$ cat src/rtl/xif_result_stage_if.sv
// Signal bundle between the custom execute stage, the X-IF commit stream and the X-IF result channel.
// Names follow the result stage's point of view: *_i are driven into the stage, *_o are driven by it.
interface xif_result_stage_if #(
   parameter int DEPTH      = 4,
   parameter int ID_WIDTH   = 4,
   parameter int DATA_WIDTH = 32
);
   localparam int CNT_W = $clog2(DEPTH) + 1;

   logic                  ex_valid_i;
   logic                  ex_ready_o;
   logic [ID_WIDTH-1:0]   ex_id_i;
   logic [4:0]            ex_rd_i;
   logic [DATA_WIDTH-1:0] ex_data_i;
   logic                  ex_we_i;

   logic                  commit_valid_i;
   logic [ID_WIDTH-1:0]   commit_id_i;
   logic                  commit_kill_i;

   logic                  result_valid_o;
   logic                  result_ready_i;
   logic [ID_WIDTH-1:0]   result_id_o;
   logic [4:0]            result_rd_o;
   logic [DATA_WIDTH-1:0] result_data_o;
   logic                  result_we_o;

   logic [CNT_W-1:0]      count_o;

   modport master (
      output ex_valid_i, ex_id_i, ex_rd_i, ex_data_i, ex_we_i,
      output commit_valid_i, commit_id_i, commit_kill_i,
      output result_ready_i,
      input  ex_ready_o, result_valid_o, result_id_o, result_rd_o, result_data_o, result_we_o,
      input  count_o
   );

   modport slave (
      input  ex_valid_i, ex_id_i, ex_rd_i, ex_data_i, ex_we_i,
      input  commit_valid_i, commit_id_i, commit_kill_i,
      input  result_ready_i,
      output ex_ready_o, result_valid_o, result_id_o, result_rd_o, result_data_o, result_we_o,
      output count_o
   );
endinterface

$ cat src/rtl/xif_result_stage.sv
// In-order result buffer behind the custom execute stage; releases each result on the X-IF result
// channel once its id has been committed, and discards it once its id has been killed.
module xif_result_stage #(
   parameter int DEPTH      = 4,
   parameter int ID_WIDTH   = 4,
   parameter int DATA_WIDTH = 32
) (
   input  logic               clk_i,
   input  logic               rst_i,
   xif_result_stage_if.slave  xif
);
   localparam int PTR_W = $clog2(DEPTH);
   localparam int CNT_W = PTR_W + 1;
   localparam int TBL   = 2 ** ID_WIDTH;

   logic [ID_WIDTH-1:0]   mem_id   [DEPTH];
   logic [4:0]            mem_rd   [DEPTH];
   logic [DATA_WIDTH-1:0] mem_data [DEPTH];
   logic                  mem_we   [DEPTH];

   logic [PTR_W-1:0] wr_ptr_q, wr_ptr_d, rd_ptr_q, rd_ptr_d;
   logic [CNT_W-1:0] count_q, count_d;
   logic [TBL-1:0]   cmt_q, cmt_d, kill_q, kill_d;

   logic [ID_WIDTH-1:0] head_id;
   logic empty, full, head_cmt, res_valid, drop, pop, push;
   logic commit_live, dup_push;

   // Head status comes only from registered state, so result_ready_i never reaches result_valid_o.
   assign head_id   = mem_id[rd_ptr_q];
   assign empty     = (count_q == '0);
   assign full      = (count_q == CNT_W'(DEPTH));
   assign head_cmt  = !empty && cmt_q[head_id];
   assign res_valid = head_cmt && !kill_q[head_id];
   assign drop      = head_cmt && kill_q[head_id];
   assign pop       = (res_valid && xif.result_ready_i) || drop;
   assign push      = xif.ex_valid_i && !full;

   assign xif.ex_ready_o     = !full;
   assign xif.count_o        = count_q;
   assign xif.result_valid_o = res_valid;
   assign xif.result_id_o    = res_valid ? head_id           : '0;
   assign xif.result_rd_o    = res_valid ? mem_rd[rd_ptr_q]   : '0;
   assign xif.result_data_o  = res_valid ? mem_data[rd_ptr_q] : '0;
   assign xif.result_we_o    = res_valid ? mem_we[rd_ptr_q]   : 1'b0;

   always_comb begin
      wr_ptr_d = wr_ptr_q;
      rd_ptr_d = rd_ptr_q;
      count_d  = count_q;
      cmt_d    = cmt_q;
      kill_d   = kill_q;
      if (push) wr_ptr_d = wr_ptr_q + PTR_W'(1);
      if (pop)  rd_ptr_d = rd_ptr_q + PTR_W'(1);
      if (push && !pop)      count_d = count_q + CNT_W'(1);
      else if (!push && pop) count_d = count_q - CNT_W'(1);
      if (pop) begin
         cmt_d[head_id]  = 1'b0;
         kill_d[head_id] = 1'b0;
      end
      // A new commit for the id being retired this cycle must survive, so the set comes last.
      if (xif.commit_valid_i) begin
         cmt_d[xif.commit_id_i]  = 1'b1;
         kill_d[xif.commit_id_i] = xif.commit_kill_i;
      end
   end

   always_ff @(posedge clk_i or posedge rst_i) begin
      if (rst_i) begin
         wr_ptr_q <= '0;
         rd_ptr_q <= '0;
         count_q  <= '0;
         cmt_q    <= '0;
         kill_q   <= '0;
      end else begin
         wr_ptr_q <= wr_ptr_d;
         rd_ptr_q <= rd_ptr_d;
         count_q  <= count_d;
         cmt_q    <= cmt_d;
         kill_q   <= kill_d;
      end
   end

   always_ff @(posedge clk_i) begin
      if (push) begin
         mem_id[wr_ptr_q]   <= xif.ex_id_i;
         mem_rd[wr_ptr_q]   <= xif.ex_rd_i;
         mem_data[wr_ptr_q] <= xif.ex_data_i;
         mem_we[wr_ptr_q]   <= xif.ex_we_i;
      end
   end

   // Protocol checks: an id may not be committed twice while live, nor pushed twice while buffered.
   assign commit_live = cmt_q[xif.commit_id_i] && !(pop && head_id == xif.commit_id_i);

   always_comb begin
      dup_push = 1'b0;
      for (int i = 0; i < DEPTH; i++) begin
         if (CNT_W'(i) < count_q && mem_id[rd_ptr_q + PTR_W'(i)] == xif.ex_id_i && !(i == 0 && pop))
            dup_push = 1'b1;
      end
   end

   a_commit_live : assert property (@(posedge clk_i) disable iff (rst_i)
      !(xif.commit_valid_i && commit_live));
   a_dup_push : assert property (@(posedge clk_i) disable iff (rst_i)
      !(push && dup_push));

endmodule

$ cat src/flat_wrapper.sv
// flat-port wrapper written by rule: the top's interface ports become plain ports
module xif_result_stage_flat 
#(
   parameter int DEPTH      = 4,
   parameter int ID_WIDTH   = 4,
   parameter int DATA_WIDTH = 32
)
  (clk_i, rst_i, xif_ex_valid_i, xif_ex_id_i, xif_ex_rd_i, xif_ex_data_i, xif_ex_we_i, xif_commit_valid_i, xif_commit_id_i, xif_commit_kill_i, xif_result_ready_i, xif_ex_ready_o, xif_result_valid_o, xif_result_id_o, xif_result_rd_o, xif_result_data_o, xif_result_we_o, xif_count_o);
  xif_result_stage_if #(.DEPTH(DEPTH), .ID_WIDTH(ID_WIDTH), .DATA_WIDTH(DATA_WIDTH)) xif_i ();
  input  logic clk_i;
  input  logic rst_i;
  input wire logic [$bits(xif_i.ex_valid_i)-1:0] xif_ex_valid_i;
  input wire logic [$bits(xif_i.ex_id_i)-1:0] xif_ex_id_i;
  input wire logic [$bits(xif_i.ex_rd_i)-1:0] xif_ex_rd_i;
  input wire logic [$bits(xif_i.ex_data_i)-1:0] xif_ex_data_i;
  input wire logic [$bits(xif_i.ex_we_i)-1:0] xif_ex_we_i;
  input wire logic [$bits(xif_i.commit_valid_i)-1:0] xif_commit_valid_i;
  input wire logic [$bits(xif_i.commit_id_i)-1:0] xif_commit_id_i;
  input wire logic [$bits(xif_i.commit_kill_i)-1:0] xif_commit_kill_i;
  input wire logic [$bits(xif_i.result_ready_i)-1:0] xif_result_ready_i;
  output wire logic [$bits(xif_i.ex_ready_o)-1:0] xif_ex_ready_o;
  output wire logic [$bits(xif_i.result_valid_o)-1:0] xif_result_valid_o;
  output wire logic [$bits(xif_i.result_id_o)-1:0] xif_result_id_o;
  output wire logic [$bits(xif_i.result_rd_o)-1:0] xif_result_rd_o;
  output wire logic [$bits(xif_i.result_data_o)-1:0] xif_result_data_o;
  output wire logic [$bits(xif_i.result_we_o)-1:0] xif_result_we_o;
  output wire logic [$bits(xif_i.count_o)-1:0] xif_count_o;
  assign xif_i.ex_valid_i = xif_ex_valid_i;
  assign xif_i.ex_id_i = xif_ex_id_i;
  assign xif_i.ex_rd_i = xif_ex_rd_i;
  assign xif_i.ex_data_i = xif_ex_data_i;
  assign xif_i.ex_we_i = xif_ex_we_i;
  assign xif_i.commit_valid_i = xif_commit_valid_i;
  assign xif_i.commit_id_i = xif_commit_id_i;
  assign xif_i.commit_kill_i = xif_commit_kill_i;
  assign xif_i.result_ready_i = xif_result_ready_i;
  assign xif_ex_ready_o = xif_i.ex_ready_o;
  assign xif_result_valid_o = xif_i.result_valid_o;
  assign xif_result_id_o = xif_i.result_id_o;
  assign xif_result_rd_o = xif_i.result_rd_o;
  assign xif_result_data_o = xif_i.result_data_o;
  assign xif_result_we_o = xif_i.result_we_o;
  assign xif_count_o = xif_i.count_o;
  xif_result_stage #(.DEPTH(DEPTH), .ID_WIDTH(ID_WIDTH), .DATA_WIDTH(DATA_WIDTH)) u_core (.clk_i(clk_i), .rst_i(rst_i), .xif(xif_i));
endmodule
$ cat config.mk
export PLATFORM = sky130hd
export DESIGN_NAME = xif_result_stage_flat
export DESIGN_NICKNAME = d
export VERILOG_FILES = /design/src/rtl/xif_result_stage_if.sv /design/src/rtl/xif_result_stage.sv /design/src/flat_wrapper.sv
export SDC_FILE = /design/constraint.sdc
export NUM_CORES = 1
export LEC_CHECK = 0
export ABC_AREA = 1
export BUFFER_PORTS_ARGS = -buffer_cell sky130_fd_sc_hd__buf_2
export CELL_PAD_IN_SITES_DETAIL_PLACEMENT = 1
export CELL_PAD_IN_SITES_GLOBAL_PLACEMENT = 2
export CORE_MARGIN = 3
export CORE_UTILIZATION = 41
export CTS_CLUSTER_SIZE = 14
export DETAILED_ROUTE_END_ITERATION = 16
export PLACE_DENSITY_LB_ADDON = 0.1
export REMOVE_ABC_BUFFERS = 1
export SYNTH_ARGS = -nofsm -noshare
export SYNTH_HDL_FRONTEND = slang
export SYNTH_SLANG_ARGS = --single-unit
$ cat constraint.sdc
create_clock -name clk_i -period 6.95 [get_ports clk_i]
set_input_delay 2.085 -clock clk_i [delete_from_list [all_inputs] [get_ports clk_i]]
set_output_delay 2.085 -clock clk_i [all_outputs]
set_load 0.01 [all_outputs]
==> impl_metrics.yaml <==
clocking:
  cts_hold_repair.buffers: 0
  post_cts_resized: 0
  cts_tree: "done"
  numClockSinks: 207
  cts_made_buffers: 23
  cts.root.buffer_cell: "sky130_fd_sc_hd__clkbuf_16"
  cts.reportedPaths.clkPinSlew_ps: 60
  htreeDepth: 1
  total_setup_buffers_inserted_after_cts: 0
  worstSkewPairLatency_ps: 490
  clockBufferDepth: 3
worst_setup_path:
  timing.critical_path.to_type: "primary output"
  critPathRequiredTime_ps: 4870
  worst_setup_path_start_kind: "flop"
  crit_type: "reg2out"
  critical_path.max_fanout: 86
  crit_arrival_ps: 4320
timing:
  max_freq_mhz: 156
  remaining_max_slew_budget_at_the_tightest_pin_pct: 37.7
  finalCriticalPeriod_ps: 6400
  timing.clock.skew_ps: 11.6
  setup-tns-final_ps: 0
  unrepaired_setup_endpoints_after_global_routing: "no"
  worst_slew_pin_slew_ps: 935
  setup_viol: 0
  final.period_utilization_pct: 92.1
  hold-worst-slack_ps: 475
  fin_ws_ps: 549
  final_max_slew_violation_count: 0
  report.final.hold_viol_count: 0
logic_synthesis:
  synth_sequential_area_ratio_pct: 65.3
  synthesis.area_per_instance_um2: 10.4
  synth.yosys.warnings: 0
  synth_enable_flop_cells: 168
  async_reset_ff_share_pct: 18.8
  postSynthRegisterBits: 207
  synth.cell_area_um2: 9230
  synth_ff_type: "sky130_fd_sc_hd__edfxtp_1"
  syn_inst: 891
  synthDistinctLibCells: 27
place:
  placement.io_buffers: 98
  pre_cts_ws_ps: 1050
  gp_weighted_congestion: 0.755
  dp_hpwl_um: 14900
die:
  width_of_the_die_um: 156
  fp.dieArea_um2: 24300
  num_io_pins: 99
  initial_core_util_pct: 42.0
  die_h_um: 156
  std_cell_rows: 54
  floorplan.core_area_um2: 22000
detailed_routing:
  initialDrtViolationCount: 329
  wire_per_inst_um: 17.9
  drt.antenna.violating_nets: 0
  via_count_normalized_by_instance_count: 4.97
  post-route-drc-count: 0
  totalWireLength_um: 22900
  firstDrtPassIters: 4
  detailroute.via_count: 6359
power:
  worst_case_vdd_ir_drop_uv: 445
  power.static_leakage_nw: 4.47
  pwr_density_cell_nw_per_um2: 538
global_routing:
  grtUsageMet3_pct: 2.94
  grt_util_met2_pct: 30.9
  largest_net_degree_at_the_start_of_global_routing: 87
  gr-max-usage-layer: "met2"
  antenna_found_initial: 2
  grt_pass1_wl_um: 36400
  globalRouteMet1Util_pct: 27.1
  groute.usage.overall_pct: 18.8
  overflow: 0
  first_global_vias: 6504
flow_run:
  maxCapViolCount: 0
layout:
  n_antenna_cell: 0
  final_nets: 1042
  layout_common_cells: "sky130_fd_sc_hd__nand2_1, sky130_fd_sc_hd__edfxtp_1, sky130_fd_sc_hd__buf_2"
  layout-drive-gt1-share_pct: 19.8
  flow.area_growth_from_synthesis_pct: 15.0
  final_common_cell: "sky130_fd_sc_hd__nand2_1"
min_path:
  holdCritPathClass: "reg2reg"
status:
  status: "completed"
==> worst max-delay path, cell delays in order (launching register included) <==
cell	delay (ps)
sky130_fd_sc_hd__dfrtp_2	360
sky130_fd_sc_hd__buf_4	690
sky130_fd_sc_hd__nand2_1	160
sky130_fd_sc_hd__nand3_2	250
sky130_fd_sc_hd__nand2_2	320
sky130_fd_sc_hd__nand2_1	140
sky130_fd_sc_hd__o21ai_1	70
sky130_fd_sc_hd__nand2_1	70
sky130_fd_sc_hd__nand2_1	70
sky130_fd_sc_hd__nand2_1	60
sky130_fd_sc_hd__nand2_1	130
sky130_fd_sc_hd__nor2_8	360
sky130_fd_sc_hd__nand2_4	500
sky130_fd_sc_hd__nor2_1	360
sky130_fd_sc_hd__buf_2	190
==> routing by layer <==
layer | wire length, um | up-vias | share of wire, %
met5 | 21 | - | 0.092
met4 | 372 | 4 | 1.6
met3 | 1020 | 27 | 4.5
met2 | 10700 | 117 | 47
met1 | 10800 | 3089 | 47
li1 | - | 3122 | -
==> worst paths after layout <==
| kind | end | slack, ps | start | depth (start not counted) |
|---|---|---|---|---|
| max in group asynchronous | u_core.rd_ptr_q[0] | 4800 | rst_i | 3 |
| min | u_core.cmt_q[1] | 470 | u_core.cmt_q[1] | 2 |
| max reg2reg | u_core.xif.count_o[2] | 2600 | u_core.rd_ptr_q[0] | 19 |
| min reg2reg | u_core.cmt_q[1] | 470 | u_core.cmt_q[1] | 2 |
| min in group asynchronous | u_core.xif.count_o[0] | 1720 | rst_i | 3 |
| max | xif_result_id_o[1] | 550 | u_core.rd_ptr_q[0] | 14 |
==> cells by family (layout without fill, tap and decap cells) <==
family,Yosys count,in the layout,share of synthesized area (%)
adder cells (fa/ha/maj),6,6,0.895
flip-flops,207,207,65.3
AND/OR/NAND/NOR,478,478,23.7
buffers and inverters,111,219,5.19
XOR/XNOR,4,4,0.380
AO/OA/AOI/OAI,85,85,4.61
==> cell type report <==
type                       instances  area [um2]
sequential                       207        6020
tap                              280         350
timing repair buffer             108         566
inverter                          71         267
fill                            2467       11300
multi-input combinational        573        2760
clock buffer                      32         609
clock inverter                     8        40.0
==> flip-flops by register name, summed over array words and instances, names as in the netlist, 3 cells and up <==
register	cells
u_core.kill_q	16
u_core.mem_id	16
u_core.xif.count_o	3
u_core.mem_data	128
u_core.cmt_q	16
u_core.mem_rd	20
u_core.mem_we	4
==> stage by stage <==
step | std cells | total power [mW] | util (%) | area, um2
6_report | 1279 | 5.71 | 48.3 | 10600
5_1_grt | 1279 | 6.18 | 48.3 | 10600
4_1_cts | 1279 | 5.82 | 48.3 | 10600
3_5_place_dp | 1239 | 4.73 | 45.4 | 9960
3_3_place_gp | 1239 | 4.67 | 45.4 | 9960
2_1_floorplan | 851 | 3.64 | - | 9010
==> power breakdown <==
group / leakage (nW) / switching [mW] / internal, mW
registers: 2.01 / 0.131 / 1.68
clock network: 0.310 / 0.456 / 0.609
logic: 2.15 / 1.97 / 0.867
==> cells in the mapped netlist (6+ instances only) <==
library cell	number	area share [%]
sky130_fd_sc_hd__nand2_1	329	13
sky130_fd_sc_hd__edfxtp_1	168	55
sky130_fd_sc_hd__a21oi_1	78	4.2
sky130_fd_sc_hd__inv_1	68	2.8
sky130_fd_sc_hd__nor2_1	63	2.6
sky130_fd_sc_hd__dfrtp_1	39	11
sky130_fd_sc_hd__nor3_2	37	4.0
sky130_fd_sc_hd__nand3_1	26	1.4
sky130_fd_sc_hd__clkbuf_1	18	0.73
sky130_fd_sc_hd__nand3_2	12	1.3
sky130_fd_sc_hd__buf_1	8	0.33
sky130_fd_sc_hd__buf_6	6	0.73
No activity file was read; power rests on OpenSTA's default activity.
